--- config.mk ---
export PLATFORM = sky130hd
export DESIGN_NAME = branch_resolve_unit
export DESIGN_NICKNAME = d
export VERILOG_FILES = /design/src/rtl/bru_pkg.sv /design/src/rtl/bru_stage_reg.sv /design/src/rtl/branch_resolve_unit.sv
export SDC_FILE = /design/constraint.sdc
export NUM_CORES = 1
export LEC_CHECK = 0
export CAP_MARGIN = 10
export CORE_ASPECT_RATIO = 1.4
export CORE_UTILIZATION = 57
export CTS_BUF_LIST = sky130_fd_sc_hd__clkbuf_8
export DETAILED_ROUTE_END_ITERATION = 12
export PLACE_DENSITY = 0.86
export SLEW_MARGIN = 5
export SYNTH_ARGS = -nofsm -noshare
export SYNTH_HDL_FRONTEND = slang
export SYNTH_HIERARCHICAL = 1
export SYNTH_SLANG_ARGS = --single-unit
--- constraint.sdc ---
create_clock -name i_clk -period 4.98 [get_ports i_clk]
set_input_delay 0.747 -clock i_clk [delete_from_list [all_inputs] [get_ports i_clk]]
set_output_delay 0.747 -clock i_clk [all_outputs]
set_load 0.03 [all_outputs]
--- src/rtl/bru_pkg.sv ---
// rtl/bru_pkg.sv - shared types and default widths for the branch resolve unit
package bru_pkg;
  localparam int ADDR_W = 10;
  localparam int CNT_W  = 16;

  typedef enum logic {
    RUN      = 1'b0,
    REDIRECT = 1'b1
  } bru_state_e;

  typedef struct packed {
    logic              v;
    logic              br;
    logic [ADDR_W-1:0] tgt;
  } bru_entry_t;
endpackage

--- src/rtl/bru_stage_reg.sv ---
// rtl/bru_stage_reg.sv - one pipe entry {v, br, tgt} with hold-enable and sync clear
module bru_stage_reg #(
  parameter int ADDR_W = 10
) (
  input  logic              i_clk,
  input  logic              i_rst,
  input  logic              i_en,
  input  logic              i_clr,
  input  logic              i_v,
  input  logic              i_br,
  input  logic [ADDR_W-1:0] i_tgt,
  output logic              o_v,
  output logic              o_br,
  output logic [ADDR_W-1:0] o_tgt
);
  logic              r_v;
  logic              r_br;
  logic [ADDR_W-1:0] r_tgt;

  // Clear wins over load so a squash edge never lets a wrong-path bundle in.
  always_ff @(posedge i_clk or posedge i_rst) begin
    if (i_rst) begin
      r_v   <= 1'b0;
      r_br  <= 1'b0;
      r_tgt <= '0;
    end else if (i_clr) begin
      r_v   <= 1'b0;
      r_br  <= 1'b0;
      r_tgt <= '0;
    end else if (i_en) begin
      r_v   <= i_v;
      r_br  <= i_br;
      r_tgt <= i_tgt;
    end
  end

  assign o_v   = r_v;
  assign o_br  = r_br;
  assign o_tgt = r_tgt;
endmodule

--- src/rtl/branch_resolve_unit.sv ---
// rtl/branch_resolve_unit.sv - resolves EX branches, redirects fetch and squashes wrong-path bundles
module branch_resolve_unit #(
  parameter int ADDR_W = bru_pkg::ADDR_W,
  parameter int CNT_W  = bru_pkg::CNT_W
) (
  input  logic              i_clk,
  input  logic              i_rst,
  input  logic              i_hold,
  input  logic              i_if_valid,
  input  logic              i_if_is_branch,
  input  logic [ADDR_W-1:0] i_if_target,
  input  logic              i_ex_taken,
  output logic              o_correct_en,
  output logic [ADDR_W-1:0] o_correction,
  output logic              o_flush,
  output logic [CNT_W-1:0]  o_br_count,
  output logic [CNT_W-1:0]  o_mp_count
);
  import bru_pkg::*;

  bru_state_e        r_state;
  bru_state_e        w_state_nxt;
  logic [ADDR_W-1:0] r_correction;
  logic [CNT_W-1:0]  r_br_count;
  logic [CNT_W-1:0]  r_mp_count;

  logic              w_advance;
  logic              w_resolve;
  logic              w_mispredict;
  logic              w_squash;
  logic              w_id_v;
  logic              w_id_br;
  logic [ADDR_W-1:0] w_id_tgt;
  logic              w_ex_v;
  logic              w_ex_br;
  logic [ADDR_W-1:0] w_ex_tgt;

  assign w_advance    = !i_hold;
  assign w_resolve    = (r_state == RUN) && w_advance && w_ex_v && w_ex_br;
  assign w_mispredict = w_resolve && i_ex_taken;
  // Both the mispredict edge and the redirect exit edge drop whatever fetch handed us.
  assign w_squash     = w_mispredict || ((r_state == REDIRECT) && w_advance);

  bru_stage_reg #(.ADDR_W(ADDR_W)) u_id (
    .i_clk (i_clk),
    .i_rst (i_rst),
    .i_en  (w_advance),
    .i_clr (w_squash),
    .i_v   (i_if_valid),
    .i_br  (i_if_is_branch),
    .i_tgt (i_if_target),
    .o_v   (w_id_v),
    .o_br  (w_id_br),
    .o_tgt (w_id_tgt)
  );

  bru_stage_reg #(.ADDR_W(ADDR_W)) u_ex (
    .i_clk (i_clk),
    .i_rst (i_rst),
    .i_en  (w_advance),
    .i_clr (w_squash),
    .i_v   (w_id_v),
    .i_br  (w_id_br),
    .i_tgt (w_id_tgt),
    .o_v   (w_ex_v),
    .o_br  (w_ex_br),
    .o_tgt (w_ex_tgt)
  );

  always_ff @(posedge i_clk or posedge i_rst) begin
    if (i_rst) begin
      r_state <= RUN;
    end else begin
      r_state <= w_state_nxt;
    end
  end

  always_comb begin
    w_state_nxt = r_state;
    case (r_state)
      RUN:      if (w_mispredict) w_state_nxt = REDIRECT;
      REDIRECT: if (w_advance)    w_state_nxt = RUN;
      default:  w_state_nxt = RUN;
    endcase
  end

  always_comb begin
    o_correct_en = 1'b0;
    o_flush      = 1'b0;
    if (r_state == REDIRECT) begin
      o_correct_en = 1'b1;
      o_flush      = 1'b1;
    end
  end

  always_ff @(posedge i_clk or posedge i_rst) begin
    if (i_rst) begin
      r_correction <= '0;
    end else if (w_mispredict) begin
      r_correction <= w_ex_tgt;
    end
  end

  // Statistics stick at all-ones rather than wrapping.
  always_ff @(posedge i_clk or posedge i_rst) begin
    if (i_rst) begin
      r_br_count <= '0;
      r_mp_count <= '0;
    end else begin
      if (w_resolve && (r_br_count != {CNT_W{1'b1}})) begin
        r_br_count <= r_br_count + CNT_W'(1);
      end
      if (w_mispredict && (r_mp_count != {CNT_W{1'b1}})) begin
        r_mp_count <= r_mp_count + CNT_W'(1);
      end
    end
  end

  assign o_correction = r_correction;
  assign o_br_count   = r_br_count;
  assign o_mp_count   = r_mp_count;
endmodule

==> insert_results.sql <==
INSERT INTO impl_metrics (metric_group, metric, value, unit) VALUES
('timing', 'timing.slew.headroom', '20.3', '%'),
('place', 'io_buffer_count', '59', ''),
('status', 'outcome', 'complete, no violations', ''),
('synthesis', 'yosys-top-cells-area', 'sky130_fd_sc_hd__dfrtp_1, sky130_fd_sc_hd__mux2i_1, sky130_fd_sc_hd__xor2_1, sky130_fd_sc_hd__mux2_2, sky130_fd_sc_hd__nor2_1', ''),
('route', 'routed-via-count', '2139', ''),
('synthesis', 'synth.lib_cells_used.distinct', '38', ''),
('clock_network', 'postCtsSetupRepairBufs', '0', ''),
('synthesis', 'synth_async_sr_flop_share', '100', '%'),
('floorplanning', 'core_area', '4950', 'sq um'),
('synthesis', 'ys_seq_elements', '67', ''),
('timing', 'hold_slack', '499', 'ps'),
('power_and_ir_drop', 'cellPowerDensity', '421', 'nW/um^2'),
('synthesis', 'synthesis.instances', '252', ''),
('worst_setup_path', 'timing.critical_path.from_type', 'primary input', ''),
('timing', 'finalSetupTns', '0', 'ps'),
('clock_network', 'cts_resized', '0', ''),
('timing', 'slew_viol_final', '0', ''),
('clock_network', 'hold_bufs_at_cts', '0', ''),
('timing', 'grt_setup_unrepaired', 'no', ''),
('cells_and_area', 'diodes', '0', ''),
('floorplanning', 'std_cell_rows', '30', ''),
('timing', 'worst_setup_skew_after_layout', '4.83', 'ps'),
('worst_setup_path', 'critical_path_peak_fanout', '15', ''),
('route', 'postRouteAntennaNets', '0', ''),
('clock_network', 'cts-root-buf', 'sky130_fd_sc_hd__clkbuf_8', ''),
('synthesis', 'synthesis.area', '3010', 'sq um'),
('global_routing', 'first_global_vias', '2167', ''),
('job', 'maxCapViolations', '0', ''),
('power_and_ir_drop', 'power_leakage', '0.00182', 'uW'),
('route', 'drt-vias-per-instance', '5.54', ''),
('place', 'post-dp-hpwl', '4070', 'microns'),
('route', '1st_iter_drt_viols', '188', ''),
('worst_setup_path', 'worst_flop_to_flop_path_startpoint', 'o_mp_count[7]', ''),
('synthesis', 'synth_sequential_area_ratio', '55.6', '%'),
('floorplanning', 'dieWidth', '63.4', 'microns'),
('timing', 'final_hold_viol_count', '0', ''),
('power_and_ir_drop', 'vdd_drop_max', '0.362', 'mV'),
('floorplanning', 'die-area', '5580', 'sq um'),
('global_routing', 'grt.overflow.total', '0', ''),
('timing', 'finalWorstPathRequiredPeriod', '2530', 'ps'),
('route', 'drt_first_pass_iters', '4', ''),
('cells_and_area', 'drive_above_1_share', '12.4', '%'),
('global_routing', 'antenna_found_initial', '0', ''),
('timing', 'achievable-frequency', '395', 'MHz'),
('cells_and_area', 'fin_nets', '335', ''),
('clock_network', 'cts_inserted_buffers', '9', ''),
('worst_setup_path', 'cp.required', '5210', 'ps'),
('synthesis', 'synth_commonest_cells', 'sky130_fd_sc_hd__dfrtp_1, sky130_fd_sc_hd__nor2_1, sky130_fd_sc_hd__mux2i_1', ''),
('synthesis', 'synth_largest_area_cell', 'sky130_fd_sc_hd__dfrtp_1', ''),
('synthesis', 'ys_dominant_reg_cell', 'sky130_fd_sc_hd__dfrtp_1', ''),
('timing', 'worst_slew_pin_slew', '1190', 'ps'),
('global_routing', 'grt_max_degree', '44', ''),
('clock_network', 'tritoncts', 'done', ''),
('worst_setup_path', 'critPathKind', 'primary input to flip-flop', ''),
('clock_network', 'htree_depth', '3', ''),
('route', 'post_drt_wl_per_cell', '14.8', 'microns'),
('clock_network', 'clock_latency', '340', 'ps'),
('synthesis', 'synth.top_cell.area_share', '55.6', '%'),
('route', 'remaining_drc_errors', '0', ''),
('worst_hold_path', 'worst_hold_path_type', 'flip-flop to flip-flop', ''),
('floorplanning', 'floorplan.die.height', '88.0', 'microns'),
('worst_setup_path', 'endpoint_kind', 'flip-flop', ''),
('synthesis', 'syn_avg_cell_area', '12.0', 'sq um'),
('place', 'gpl_wtd_cong', '0.789', ''),
('global_routing', 'wire_length_of_the_first_global_routing_pass', '9910', 'microns'),
('synthesis', 'synth_edf_count', '0', ''),
('worst_setup_path', 'worst_setup_path_startpoint', 'i_hold', ''),
('clock_network', 'cts.sinks', '67', ''),
('route', 'routed_wl', '5720', 'microns'),
('floorplanning', 'floorplan.initialDensity', '60.8', '%'),
('synthesis', 'synth_nets', '270', ''),
('synthesis', 'synth_most_common_cell', 'sky130_fd_sc_hd__dfrtp_1', ''),
('worst_hold_path', 'hold_start', 'o_mp_count[9]', ''),
('global_routing', 'grtUsageTotal', '23.5', '%'),
('floorplanning', 'floorplan.io_pins', '60', ''),
('timing', 'period_share', '50.9', '%'),
('timing', 'finalSetupViolCount', '0', ''),
('cells_and_area', 'area_growth_syn_to_layout', '27.2', '%'),
('clock_network', 'ctsLongestPathBuffers', '2', ''),
('synthesis', 'yosysWarningCount', '6', ''),
('worst_setup_path', 'cp_data_arrival_time', '2760', 'ps'),
('clock_network', 'clk_pin_slew_worst_paths', '70', 'ps');
[layout make-up]
class                   count  area [sq um]
repair buffers             61           606
multi-input cells         171          1260
inverters                   7          26.3
fillers                   340          1120
well taps                  64          80.1
clock buffers              11           151
flip-flops and latches     67          1680
clock inverters             5          28.8
[worst paths after layout]
| path | end | slack (ps) | cells after the start |
|---|---|---|---|
| setup / recovery | o_mp_count[1] | 2450 | 5 |
| hold / removal | o_mp_count[9] | 500 | 1 |
| setup reg to reg | o_mp_count[1] | 2610 | 4 |
| hold reg to reg | o_mp_count[9] | 500 | 1 |
| max in group asynchronous | o_br_count[13] | 3720 | 3 |
| min in group asynchronous | u_id/o_tgt[4] | 780 | 2 |
[layout by cell type, fill, tap and decap left out, types with 3 or more instances in the layout]
| cell type | n |
|---|---|
| sky130_fd_sc_hd__o21ai_0 | 3 |
| sky130_fd_sc_hd__a211oi_1 | 5 |
| sky130_fd_sc_hd__xor2_1 | 22 |
| sky130_fd_sc_hd__nand2_1 | 14 |
| sky130_fd_sc_hd__dfrtp_1 | 67 |
| sky130_fd_sc_hd__and3_1 | 3 |
| sky130_fd_sc_hd__clkdlybuf4s50_1 | 59 |
| sky130_fd_sc_hd__nor2_1 | 29 |
| sky130_fd_sc_hd__inv_1 | 7 |
| sky130_fd_sc_hd__clkbuf_8 | 11 |
| sky130_fd_sc_hd__mux2i_1 | 24 |
| sky130_fd_sc_hd__nand3_1 | 8 |
| sky130_fd_sc_hd__nor3_1 | 9 |
| sky130_fd_sc_hd__mux2_2 | 14 |
| sky130_fd_sc_hd__xnor2_1 | 4 |
| sky130_fd_sc_hd__nand4_1 | 9 |
| sky130_fd_sc_hd__nor4_1 | 3 |
[state kept, by name, indices dropped and copies added, names as in the netlist]
| name | count |
|---|---|
| o_correction | 10 |
| u_id/o_br | 1 |
| u_ex/o_tgt | 10 |
| u_ex/o_v | 1 |
| o_mp_count | 16 |
| r_state | 1 |
| u_id/o_v | 1 |
| o_br_count | 16 |
| u_id/o_tgt | 10 |
| u_ex/o_br | 1 |
[worst max-delay path, cell delays in order]
cell	delay, ps
sky130_fd_sc_hd__clkdlybuf4s50_1	470
sky130_fd_sc_hd__and4bb_2	410
sky130_fd_sc_hd__nand2_1	410
sky130_fd_sc_hd__a21oi_1	360
sky130_fd_sc_hd__mux2_2	370
[routing by layer]
layer,wire [microns],share of wire [%],global-route usage (%),vias up
met1,2450,43,28.1,1051
met3,221,3.9,5.60,11
li1,-,-,-,1017
met5,0,0,0,-
met4,131,2.3,12.0,0
met2,2910,51,39.7,60
[power by group]
part | internal (uW) | leakage, uW | switching (uW) | total, uW
sequential | 661 | 0.000858 | 93.2 | 754
combinational | 211 | 0.000867 | 248 | 460
clock | 204 | 0.0000925 | 196 | 400
[logic make-up (layout without fill, tap and decap cells)]
group	count (synthesis)	after routing	synth area share [%]
simple gates	91	91	17.1
compound gates	13	13	2.87
xor+xnor	26	26	7.56
mux	39	39	13.6
flops	67	67	55.6
buf+inv	14	84	2.45
fa+ha+maj	2	2	0.830
[metrics by stage]
step | worst slack (ps) | total power (uW) | util, % | instances | cell area, sq um
floorplan | 2860 | 1030 | - | 252 | 3010
global placement | 2180 | 1210 | 73.7 | 370 | 3650
detailed placement | 2090 | 1230 | 73.7 | 370 | 3650
CTS | 2460 | 1630 | 77.3 | 386 | 3830
global route | 2320 | 1700 | 77.3 | 386 | 3830
finish | 2450 | 1610 | 77.3 | 386 | 3830
No activity file was read; power rests on OpenSTA's default activity.
